==> src/rtl/c432_irq_servicer_if.sv <==
// Request and acknowledge handshakes between interrupt sources/consumer and the c432 servicer.
interface c432_irq_servicer_if;
    // Request channel: a source posts (bus, channel) with a valid/ready handshake.
    logic       req_valid;
    logic [1:0] req_bus;
    logic [3:0] req_chan;
    logic       req_ready;

    // Acknowledge channel: the servicer reports the granted (bus, channel).
    logic       ack_valid;
    logic [1:0] ack_bus;
    logic [3:0] ack_chan;
    logic       ack_ready;

    // Sources and the acknowledge consumer.
    modport master (
        output req_valid,
        output req_bus,
        output req_chan,
        input  req_ready,
        input  ack_valid,
        input  ack_bus,
        input  ack_chan,
        output ack_ready
    );

    // The servicer.
    modport slave (
        input  req_valid,
        input  req_bus,
        input  req_chan,
        output req_ready,
        output ack_valid,
        output ack_bus,
        output ack_chan,
        input  ack_ready
    );
endinterface

==> src/rtl/c432_irq_servicer.sv <==
// Holds pending interrupt requests for buses A/B/C, presents a frozen snapshot to
// the c432 priority core, samples its grant after a settle window and acknowledges
// the granted channel, clearing its pending bit on the acknowledge handshake.
module c432_irq_servicer #(
    parameter int unsigned SETTLE_CYCLES = 2,
    parameter int unsigned CNT_W         = 4
) (
    input  logic                i_clk,
    input  logic                i_rst,
    c432_irq_servicer_if.slave  bus_if,
    input  logic [8:0]          i_en_mask,
    output logic [8:0]          o_a_q,
    output logic [8:0]          o_b_q,
    output logic [8:0]          o_c_q,
    output logic [8:0]          o_e_q,
    input  logic                i_pa,
    input  logic                i_pb,
    input  logic                i_pc,
    input  logic [3:0]          i_chan,
    output logic                o_err
);

    localparam int unsigned CH_N    = 9;
    localparam int unsigned BUS_W   = 2;
    localparam int unsigned CHAN_W  = 4;
    localparam logic [BUS_W-1:0]  BUS_A    = BUS_W'(0);
    localparam logic [BUS_W-1:0]  BUS_B    = BUS_W'(1);
    localparam logic [BUS_W-1:0]  BUS_C    = BUS_W'(2);
    localparam logic [BUS_W-1:0]  BUS_BAD  = BUS_W'(3);
    localparam logic [CHAN_W-1:0] CHAN_MAX = CHAN_W'(CH_N - 1);
    localparam logic [CNT_W-1:0]  SETTLE_LOAD = CNT_W'(SETTLE_CYCLES);

    typedef enum logic [2:0] {
        S_IDLE    = 3'd0,
        S_PRESENT = 3'd1,
        S_WAIT    = 3'd2,
        S_CAPTURE = 3'd3,
        S_ACK     = 3'd4
    } state_t;

    state_t              r_state;
    state_t              w_state_nxt;

    logic [CH_N-1:0]     r_pend_a;
    logic [CH_N-1:0]     r_pend_b;
    logic [CH_N-1:0]     r_pend_c;
    logic [CH_N-1:0]     r_a_q;
    logic [CH_N-1:0]     r_b_q;
    logic [CH_N-1:0]     r_c_q;
    logic [CH_N-1:0]     r_e_q;
    logic [CNT_W-1:0]    r_cnt;
    logic                r_ack_valid;
    logic [BUS_W-1:0]    r_ack_bus;
    logic [CHAN_W-1:0]   r_ack_chan;
    logic                r_err;
    logic                r_req_ready;

    // Request decode
    logic                w_req_acc;
    logic                w_req_legal;
    logic                w_req_bad;
    logic [CH_N-1:0]     w_req_oh;
    logic [CH_N-1:0]     w_set_a;
    logic [CH_N-1:0]     w_set_b;
    logic [CH_N-1:0]     w_set_c;

    // Acknowledge decode
    logic                w_ack_hs;
    logic [CH_N-1:0]     w_ack_oh;
    logic [CH_N-1:0]     w_clr_a;
    logic [CH_N-1:0]     w_clr_b;
    logic [CH_N-1:0]     w_clr_c;

    // Grant decode
    logic                w_gnt_any;
    logic [BUS_W-1:0]    w_gnt_bus;
    logic [CH_N-1:0]     w_gnt_snap;
    logic [CH_N-1:0]     w_gnt_oh;
    logic                w_gnt_ok;

    // FSM strobes
    logic                w_pend_en_any;
    logic                w_load_snap;
    logic                w_load_cnt;
    logic                w_cap_ok;
    logic                w_cap_err;

    assign bus_if.req_ready = r_req_ready;
    assign bus_if.ack_valid = r_ack_valid;
    assign bus_if.ack_bus   = r_ack_bus;
    assign bus_if.ack_chan  = r_ack_chan;

    assign o_a_q = r_a_q;
    assign o_b_q = r_b_q;
    assign o_c_q = r_c_q;
    assign o_e_q = r_e_q;
    assign o_err = r_err;

    // Classify incoming requests and build per-bus set masks.
    always_comb begin
        w_req_acc   = bus_if.req_valid & r_req_ready;
        w_req_legal = (bus_if.req_bus != BUS_BAD) && (bus_if.req_chan <= CHAN_MAX);
        w_req_bad   = w_req_acc & ~w_req_legal;
        w_req_oh    = CH_N'(1) << bus_if.req_chan;
        w_set_a     = '0;
        w_set_b     = '0;
        w_set_c     = '0;
        if (w_req_acc && w_req_legal) begin
            case (bus_if.req_bus)
                BUS_A:   w_set_a = w_req_oh;
                BUS_B:   w_set_b = w_req_oh;
                BUS_C:   w_set_c = w_req_oh;
                default: w_set_a = '0;
            endcase
        end
    end

    // Build per-bus clear masks from the acknowledge handshake.
    always_comb begin
        w_ack_hs = r_ack_valid & bus_if.ack_ready;
        w_ack_oh = CH_N'(1) << r_ack_chan;
        w_clr_a  = '0;
        w_clr_b  = '0;
        w_clr_c  = '0;
        if (w_ack_hs) begin
            case (r_ack_bus)
                BUS_A:   w_clr_a = w_ack_oh;
                BUS_B:   w_clr_b = w_ack_oh;
                BUS_C:   w_clr_c = w_ack_oh;
                default: w_clr_a = '0;
            endcase
        end
    end

    // Resolve the core grant (PA > PB > PC) and validate it against the snapshot.
    always_comb begin
        w_gnt_any  = i_pa | i_pb | i_pc;
        w_gnt_bus  = BUS_A;
        w_gnt_snap = r_a_q;
        if (i_pa) begin
            w_gnt_bus  = BUS_A;
            w_gnt_snap = r_a_q;
        end else if (i_pb) begin
            w_gnt_bus  = BUS_B;
            w_gnt_snap = r_b_q;
        end else if (i_pc) begin
            w_gnt_bus  = BUS_C;
            w_gnt_snap = r_c_q;
        end
        w_gnt_oh = CH_N'(1) << i_chan;
        w_gnt_ok = w_gnt_any && (i_chan <= CHAN_MAX) && ((w_gnt_snap & w_gnt_oh) != '0);
    end

    assign w_pend_en_any = ((r_pend_a | r_pend_b | r_pend_c) & i_en_mask) != '0;

    // State register.
    always_ff @(posedge i_clk) begin
        if (i_rst) begin
            r_state <= S_IDLE;
        end else begin
            r_state <= w_state_nxt;
        end
    end

    // Next-state logic and per-state control strobes.
    always_comb begin
        w_state_nxt = r_state;
        w_load_snap = 1'b0;
        w_load_cnt  = 1'b0;
        w_cap_ok    = 1'b0;
        w_cap_err   = 1'b0;
        case (r_state)
            S_IDLE: begin
                if (w_pend_en_any) begin
                    w_load_snap = 1'b1;
                    w_state_nxt = S_PRESENT;
                end
            end
            S_PRESENT: begin
                w_load_cnt  = 1'b1;
                w_state_nxt = S_WAIT;
            end
            S_WAIT: begin
                if (r_cnt <= CNT_W'(1)) begin
                    w_state_nxt = S_CAPTURE;
                end
            end
            S_CAPTURE: begin
                if (w_gnt_ok) begin
                    w_cap_ok    = 1'b1;
                    w_state_nxt = S_ACK;
                end else begin
                    w_cap_err   = 1'b1;
                    w_state_nxt = S_IDLE;
                end
            end
            S_ACK: begin
                if (w_ack_hs) begin
                    w_state_nxt = S_IDLE;
                end
            end
            default: begin
                w_state_nxt = S_IDLE;
            end
        endcase
    end

    // Pending bits: a set in the same cycle as a clear of that bit wins.
    always_ff @(posedge i_clk) begin
        if (i_rst) begin
            r_pend_a <= '0;
            r_pend_b <= '0;
            r_pend_c <= '0;
        end else begin
            r_pend_a <= (r_pend_a & ~w_clr_a) | w_set_a;
            r_pend_b <= (r_pend_b & ~w_clr_b) | w_set_b;
            r_pend_c <= (r_pend_c & ~w_clr_c) | w_set_c;
        end
    end

    // Snapshot presented to the core; frozen from PRESENT until the next IDLE load.
    always_ff @(posedge i_clk) begin
        if (i_rst) begin
            r_a_q <= '0;
            r_b_q <= '0;
            r_c_q <= '0;
            r_e_q <= '0;
        end else if (w_load_snap) begin
            r_a_q <= r_pend_a & i_en_mask;
            r_b_q <= r_pend_b & i_en_mask;
            r_c_q <= r_pend_c & i_en_mask;
            r_e_q <= i_en_mask;
        end
    end

    // Settle counter: loaded in PRESENT, counted down through WAIT.
    always_ff @(posedge i_clk) begin
        if (i_rst) begin
            r_cnt <= '0;
        end else if (w_load_cnt) begin
            r_cnt <= SETTLE_LOAD;
        end else if ((r_state == S_WAIT) && (r_cnt != '0)) begin
            r_cnt <= r_cnt - CNT_W'(1);
        end
    end

    // Acknowledge registers: latched on a good capture, held until the handshake.
    always_ff @(posedge i_clk) begin
        if (i_rst) begin
            r_ack_valid <= 1'b0;
            r_ack_bus   <= '0;
            r_ack_chan  <= '0;
        end else if (w_cap_ok) begin
            r_ack_valid <= 1'b1;
            r_ack_bus   <= w_gnt_bus;
            r_ack_chan  <= i_chan;
        end else if (w_ack_hs) begin
            r_ack_valid <= 1'b0;
        end
    end

    // Sticky error for illegal requests and unusable grants; request ready after reset.
    always_ff @(posedge i_clk) begin
        if (i_rst) begin
            r_err       <= 1'b0;
            r_req_ready <= 1'b0;
        end else begin
            r_err       <= r_err | w_req_bad | w_cap_err;
            r_req_ready <= 1'b1;
        end
    end

endmodule

==> src/flat_wrapper.sv <==
// flat-port wrapper written by rule: the top's interface ports become plain ports
module c432_irq_servicer_flat 
#(
    parameter int unsigned SETTLE_CYCLES = 2,
    parameter int unsigned CNT_W         = 4
)
  (i_clk, i_rst, i_en_mask, o_a_q, o_b_q, o_c_q, o_e_q, i_pa, i_pb, i_pc, i_chan, o_err, bus_if_req_valid, bus_if_req_bus, bus_if_req_chan, bus_if_req_ready, bus_if_ack_valid, bus_if_ack_bus, bus_if_ack_chan, bus_if_ack_ready);
  c432_irq_servicer_if bus_if_i ();
  input  logic i_clk;
  input  logic i_rst;
  input  logic [8:0] i_en_mask;
  output logic [8:0] o_a_q;
  output logic [8:0] o_b_q;
  output logic [8:0] o_c_q;
  output logic [8:0] o_e_q;
  input  logic i_pa;
  input  logic i_pb;
  input  logic i_pc;
  input  logic [3:0] i_chan;
  output logic o_err;
  input wire logic [$bits(bus_if_i.req_valid)-1:0] bus_if_req_valid;
  input wire logic [$bits(bus_if_i.req_bus)-1:0] bus_if_req_bus;
  input wire logic [$bits(bus_if_i.req_chan)-1:0] bus_if_req_chan;
  output wire logic [$bits(bus_if_i.req_ready)-1:0] bus_if_req_ready;
  output wire logic [$bits(bus_if_i.ack_valid)-1:0] bus_if_ack_valid;
  output wire logic [$bits(bus_if_i.ack_bus)-1:0] bus_if_ack_bus;
  output wire logic [$bits(bus_if_i.ack_chan)-1:0] bus_if_ack_chan;
  input wire logic [$bits(bus_if_i.ack_ready)-1:0] bus_if_ack_ready;
  assign bus_if_i.req_valid = bus_if_req_valid;
  assign bus_if_i.req_bus = bus_if_req_bus;
  assign bus_if_i.req_chan = bus_if_req_chan;
  assign bus_if_req_ready = bus_if_i.req_ready;
  assign bus_if_ack_valid = bus_if_i.ack_valid;
  assign bus_if_ack_bus = bus_if_i.ack_bus;
  assign bus_if_ack_chan = bus_if_i.ack_chan;
  assign bus_if_i.ack_ready = bus_if_ack_ready;
  c432_irq_servicer #(.SETTLE_CYCLES(SETTLE_CYCLES), .CNT_W(CNT_W)) u_core (.i_clk(i_clk), .i_rst(i_rst), .bus_if(bus_if_i), .i_en_mask(i_en_mask), .o_a_q(o_a_q), .o_b_q(o_b_q), .o_c_q(o_c_q), .o_e_q(o_e_q), .i_pa(i_pa), .i_pb(i_pb), .i_pc(i_pc), .i_chan(i_chan), .o_err(o_err));
endmodule
==> config.mk <==
export PLATFORM = sky130hd
export DESIGN_NAME = c432_irq_servicer_flat
export DESIGN_NICKNAME = d
export VERILOG_FILES = /design/src/rtl/c432_irq_servicer_if.sv /design/src/rtl/c432_irq_servicer.sv /design/src/flat_wrapper.sv
export SDC_FILE = /design/constraint.sdc
export NUM_CORES = 1
export LEC_CHECK = 0
export CAP_MARGIN = 20
export CORE_MARGIN = 2
export CORE_UTILIZATION = 47
export CTS_CLUSTER_SIZE = 14
export DETAILED_ROUTE_END_ITERATION = 10
export PLACE_DENSITY = 0.77
export SLEW_MARGIN = 5
export SYNTH_ARGS = -nofsm -noshare
export SYNTH_HDL_FRONTEND = slang
export SYNTH_SLANG_ARGS = --single-unit
==> constraint.sdc <==
create_clock -name i_clk -period 1.9 [get_ports i_clk]
set_input_delay 0.38 -clock i_clk [delete_from_list [all_inputs] [get_ports i_clk]]
set_output_delay 0.38 -clock i_clk [all_outputs]
set_load 0.02 [all_outputs]
==> results of run 1 <==
-- sequential cells by signal, summed over array words and instances (netlist names), 4 cells and up --
register / count
u_core.r_pend_b: 9
u_core.r_pend_c: 9
u_core.o_c_q: 9
u_core.r_cnt: 4
u_core.o_a_q: 9
u_core.o_e_q: 9
u_core.bus_if.ack_chan: 4
u_core.r_pend_a: 9
u_core.o_b_q: 9
-- worst max-delay path: cells and delay by family (launching register included) --
| kind | cells | cell delay [ps] |
|---|---|---|
| buffers and inverters | 2 | 230 |
| and+or+nand+nor | 4 | 590 |
| AOI/OAI and AO/OA | 2 | 640 |
| DFF | 1 | 320 |
-- metal layers --
metal / track usage / vias to the layer above / share of wire
li1: - / 1874 / -
met1: 0.371 / 1865 / 0.42
met2: 0.467 / 181 / 0.49
met3: 0.0553 / 32 / 0.063
met4: 0.104 / 0 / 0.023
met5: 0 / - / 0
-- stage by stage --
step	setup slack, ps	TNS (ps)
finish	-5.96	-7.08
global route	-38.4	-256
floorplan	104	0
detailed placement	-537	-31150
CTS	-19.6	-118
global placement	-511	-28990
-- synth_stat cells, types with 6 or more instances --
cell type / instances / area share
dfxtp_1: 79 / 0.43
nand2b_1: 12 / 0.020
buf_6: 7 / 0.021
nand3b_1: 6 / 0.012
clkbuf_1: 12 / 0.012
nor3_1: 7 / 0.0094
o31ai_1: 9 / 0.018
nor2b_1: 6 / 0.010
o21ai_0: 28 / 0.038
a21oi_1: 74 / 0.10
nor2_1: 19 / 0.019
nand3_1: 33 / 0.044
nand2_1: 101 / 0.10
mux2i_1: 7 / 0.019
-- power groups by stage --
stage                     Clock [uW]  Sequential [uW]  Combinational (uW)
after floorplan                    0             1740                 245
after global placement             0             1760                 410
after detailed placement           0             1770                 421
after CTS                       1200             1730                 426
after global routing            1260             1730                 479
final                           1180             1730                 444
-- layout make-up --
type                    count  area (um^2)  area share
clock inverters             6         50.0     0.00947
flip-flops and latches     79         1600       0.302
inverters                   5         18.8     0.00355
well taps                 102          128      0.0241
clock buffers              10          138      0.0260
repair buffers            139         1310       0.247
multi-input cells         354         2050       0.388
-- what timing repair did --
action | CTS | global route
setup buffers | 1 | 5
pin swaps | 8 | 17
gates cloned | 1 | 3
resized for setup | 15 | 49
setup endpoints to repair | 57 | 66
-- kinds of logic after synthesis --
kind of cell,Yosys count,share of synthesized area
compound gates,131,0.207
flops,79,0.425
simple gates,209,0.283
buf+inv,29,0.0458
xor+xnor,4,0.00942
mux,7,0.0188
fa+ha+maj,3,0.0101
-- worst min path at each step --
| stage | start | slack (ps) | to |
|---|---|---|---|
| 2_1_floorplan | u_core.r_pend_a[5] | 470 | u_core.r_pend_a[5] |
| 3_3_place_gp | u_core.o_e_q[4] | 440 | u_core.o_e_q[4] |
| 3_5_place_dp | u_core.o_e_q[5] | 450 | u_core.o_e_q[5] |
| 4_1_cts | i_rst | 250 | u_core.r_cnt[1] |
| 5_1_grt | i_rst | 250 | u_core.r_cnt[1] |
| 6_report | i_rst | 260 | u_core.r_cnt[1] |
==> flow_summary.yaml, run 1 <==
outcome:
  outcome: "complete, but fails checks"
  violations: "setup timing"
layout:
  nNetsFinal: 617
  layout_commonest_cell: "nand2_1"
  antenna-diode-count: 0
  n_fill_cell: 649
  ratio_of_cells_with_drive_above_1_in_the_final_layout: 0.218
  layout-area-overhead-vs-synth_pct: 42.2
  most-common-layout-cells: "nand2_1, a21oi_1, dfxtp_1"
  postLayoutCellArea_um2: 5290
  finish.cell_count_without_fillers: 695
  fin_util: 0.688
place:
  number_of_placed_instances_taps_included: 670
  place.port_buffers: 70
  detailed_place_hpwl_um: 9180
  finalWeightedCongestion: 0.889
  placed_instance_area_um2: 4890
clocking:
  cts_htree_levels: 3
  clockBufferDepth: 2
  clkSinkCount: 79
  worstSkewPairLatency_ps: 350
  tritoncts: "yes"
  cts_buffers: 9
  clk_root_buffer_cell: "clkbuf_8"
  worst_setup_hold_path_clk_slew_ps: 90
  cts.hold.buffers_added: 0
sta:
  final_max_slew_viol_count: 0
  slew_headroom: 0.653
  hold-worst-slack_ps: 260
  finalHoldViolCount: 0
  period_minus_slack_ps: 1910
  max_clock_freq_mhz: 525
  layout_setup_ws_ps: -5.96
  worst_clock_skew_ps: 13.8
  layout_worst_path_cycle_share: 1.00
  worst_slew_pin_slew_ps: 519
  timing.final.setup_violations: 2
setup_path:
  data_arrival_critical_path_ps: 2130
  critical_path.startpoint: "u_core.r_pend_a[2]"
  critical_path.cell_chain: "o31ai_1, and4_1, a41o_1, buf_4, buf_4, nand3_1, nand2_1, nor3_1"
  timing.rr.end: "u_core.r_state[0]"
  critPathCapture: "u_core.r_state[0]"
  worst-r2r-cell-count: 8
  critical-path-slowest-cell: "o31ai_1"
  max_stage_delay_ps: 360
  regToRegSetupSlack_ps: -6
  path_class: "flop to flop"
  setup.worst_path.start_class: "flop"
  cp-end-kind: "flop"
  max_fo_critical_path: 3
  cp_common_cell: "buf_4"
  crit-reg2reg-launch: "u_core.r_pend_a[2]"
  cp_data_required_time_ps: 2120
logic_synthesis:
  ys_seq_area_frac: 0.425
  synth.net_count: 491
  synth_seq_cells: 79
  synth.cell_area_um2: 3720
  ys_types: 47
  synth-main-ff-cell: "dfxtp_1"
  ys.warnings.count: 0
  avgSynthCellArea_um2: 8.05
  postSynthCellCount: 462
  postSynth.asyncResetShare: 0
  count_of_flip_flops_with_a_built_in_enable_after_synthesis: 0
floorplan:
  row_count: 32
  initial_utilization: 0.484
  floorplan.core_area_um2: 7690
  die_w_um: 93.0
  pin_count: 71
  y_dimension_of_the_die_um: 93.0
  die_area_um2: 8640
worst_hold_path:
  holdPathStages: 2
  hold_path.class: "input pin to flop"
power:
  p_sw_frac: 0.281
  irDropWorstVdd_uv: 345
  p_int_uw: 2410
  final_power_uw: 3360
  power_per_cell_area_nw_per_um2: 635
  clock_power_share: 0.353
  leakagePower_uw: 0.00197
  power.share.sequential: 0.515
  switchingPower_uw: 945
  share_comb_of_total_power: 0.132
routing:
  detailed_route_iter0_violations: 334
  vias: 3952
  route.detailed.drc: 0
  drtPass1Iterations: 5
  detail_route.wl_per_cell_um: 17.9
  detail_route.vias_per_cell: 5.69
  ant_nets: 0
  drt_total_wl_um: 12400
grt:
  pin_count_of_the_biggest_net_entering_global_routing: 39
  antenna_found_initial: 0
  grt_overflow: 0
  wire_length_of_the_first_global_routing_pass_um: 18900
  grt_pass1_vias: 3699
  groute.usage.overall: 0.284
flow_run:
  drv.max_cap_violation_count: 0
No activity file was read; power rests on OpenSTA's default activity.
==> run 2, diff against run 1 <==
GPL_TIMING_DRIVEN = 0   (was unset)
==> flow_summary.yaml, run 2 (synthesis gave the netlist of run 1 again) <==
floorplan:
  pin_count: 71
  die_area_um2: 8640
  floorplan.core_area_um2: 7690
  initial_utilization: 0.484
  die_w_um: 93.0
  row_count: 32
  y_dimension_of_the_die_um: 93.0
sta:
  finalHoldViolCount: 0
  layout_worst_path_cycle_share: 0.982
  slew_headroom: 0.614
  final_max_slew_viol_count: 0
  max_clock_freq_mhz: 536
  timing.final.setup_violations: 0
  period_minus_slack_ps: 1870
  worst_clock_skew_ps: 11.7
  fin_setup_tns_ps: 0
  worst_slew_pin_slew_ps: 579
grt:
  antenna_found_initial: 0
  wire_length_of_the_first_global_routing_pass_um: 17200
  grt_overflow: 0
  pin_count_of_the_biggest_net_entering_global_routing: 14
  grt_pass1_vias: 3425
  groute.usage.overall: 0.258
layout:
  layout-area-overhead-vs-synth_pct: 31.4
  fin_util: 0.636
  antenna-diode-count: 0
  most-common-layout-cells: "nand2_1, a21oi_1, dfxtp_1"
  nNetsFinal: 575
  layout_commonest_cell: "nand2_1"
  finish.cell_count_without_fillers: 653
  ratio_of_cells_with_drive_above_1_in_the_final_layout: 0.142
worst_hold_path:
  hold_path.class: "input pin to flop"
  min-delay-start: "i_chan[1]"
  holdPathStages: 3
setup_path:
  setup.worst_path.start_class: "input pin"
  data_arrival_critical_path_ps: 2090
  max_stage_delay_ps: 350
  crit-reg2reg-launch: "u_core.r_pend_b[5]"
  cp-end-kind: "flop"
  worst-r2r-cell-count: 8
  path_class: "input pin to flop"
  max_fo_critical_path: 10
  crit_cells: 9
  critical_path.cell_chain: "dlygate4sd2_1, o31ai_1, and3_1, a41o_1, or3_4, buf_6, buf_6, nand2_2, a21oi_1"
  critical_path.startpoint: "i_en_mask[4]"
  cp_data_required_time_ps: 2120
  worstPathBufferInverterCount: 3
  critical-path-slowest-cell: "or3_4"
  cpLargestDelayFamily: "buffers and inverters"
  cp_common_cell: "buf_6"
clocking:
  clkSinkCount: 79
  cts_htree_levels: 3
  cts_buffers: 9
  worstSkewPairLatency_ps: 360
  clk_root_buffer_cell: "clkbuf_8"
  cts.hold.buffers_added: 0
  clockBufferDepth: 2
  tritoncts: "yes"
  worst_setup_hold_path_clk_slew_ps: 90
routing:
  drtPass1Iterations: 6
  detail_route.wl_per_cell_um: 17.0
  detailed_route_iter0_violations: 238
  ant_nets: 0
  drt_total_wl_um: 11100
  route.detailed.drc: 0
  vias: 3793
  detail_route.vias_per_cell: 5.81
place:
  detailed_place_hpwl_um: 8170
  place.port_buffers: 66
  number_of_placed_instances_taps_included: 630
  finalWeightedCongestion: 0.928
power:
  irDropWorstVdd_uv: 283
  leakagePower_uw: 0.00167
  power_per_cell_area_nw_per_um2: 745
flow_run:
  drv.max_cap_violation_count: 0
outcome:
  outcome: "completed"
-- run 2: layout make-up --
cell class / count / area, um^2
clock inverters: 5 / 105
inverters: 5 / 18.8
multi-input cells: 354 / 2020
well taps: 102 / 128
clock buffers: 11 / 141
flip-flops and latches: 79 / 1610
fillers: 679 / 2800
repair buffers: 73 / 711
plain buffers: 24 / 158
-- run 2: tightest hold or removal path: stages --
cell	delay, ps
buf_2	160
nand2_1	70
mux2i_1	60
-- run 2: metal layers --
metal  track usage  vias up  part of all wire
li1              -     1796                 -
met1         0.336     1764              0.43
met2         0.411      202              0.47
met3        0.0423       31             0.068
met4         0.137        0             0.039
met5             0        -                 0
-- run 2: final timing paths --
| check | endpoint | slack, ps |
|---|---|---|
| hold reg to reg | u_core.o_e_q[1] | 460 |
| setup reg to reg | u_core.o_a_q[6] | 40 |
| hold / removal | u_core.bus_if.ack_chan[1] | 340 |
| setup / recovery | u_core.o_a_q[6] | 30 |
-- run 2: metrics by stage --
step	total power [uW]	cell area, um^2	hold WS [ps]	setup slack [ps]
floorplan	1990	3720	467	104
global placement	2130	4510	443	-607
detailed placement	2140	4510	451	-623
CTS	3620	4800	347	1.18
global route	3760	4890	351	-22.0
finish	3640	4890	345	33.4
-- run 2: what timing repair did --
action,4_1_cts,5_1_grt
setup buffers,3,3
resized for setup,23,33
pin swaps,5,7
endpoints found under the setup margin,72,52
cloned,0,1
-- run 2: where the power goes --
part           internal (uW)  leakage [uW]  switching, uW  total (uW)
clock network            909      0.000116            625        1530
logic                    160      0.000908            253         413
registers               1680      0.000646           13.2        1690
total                   2750       0.00167            891        3640
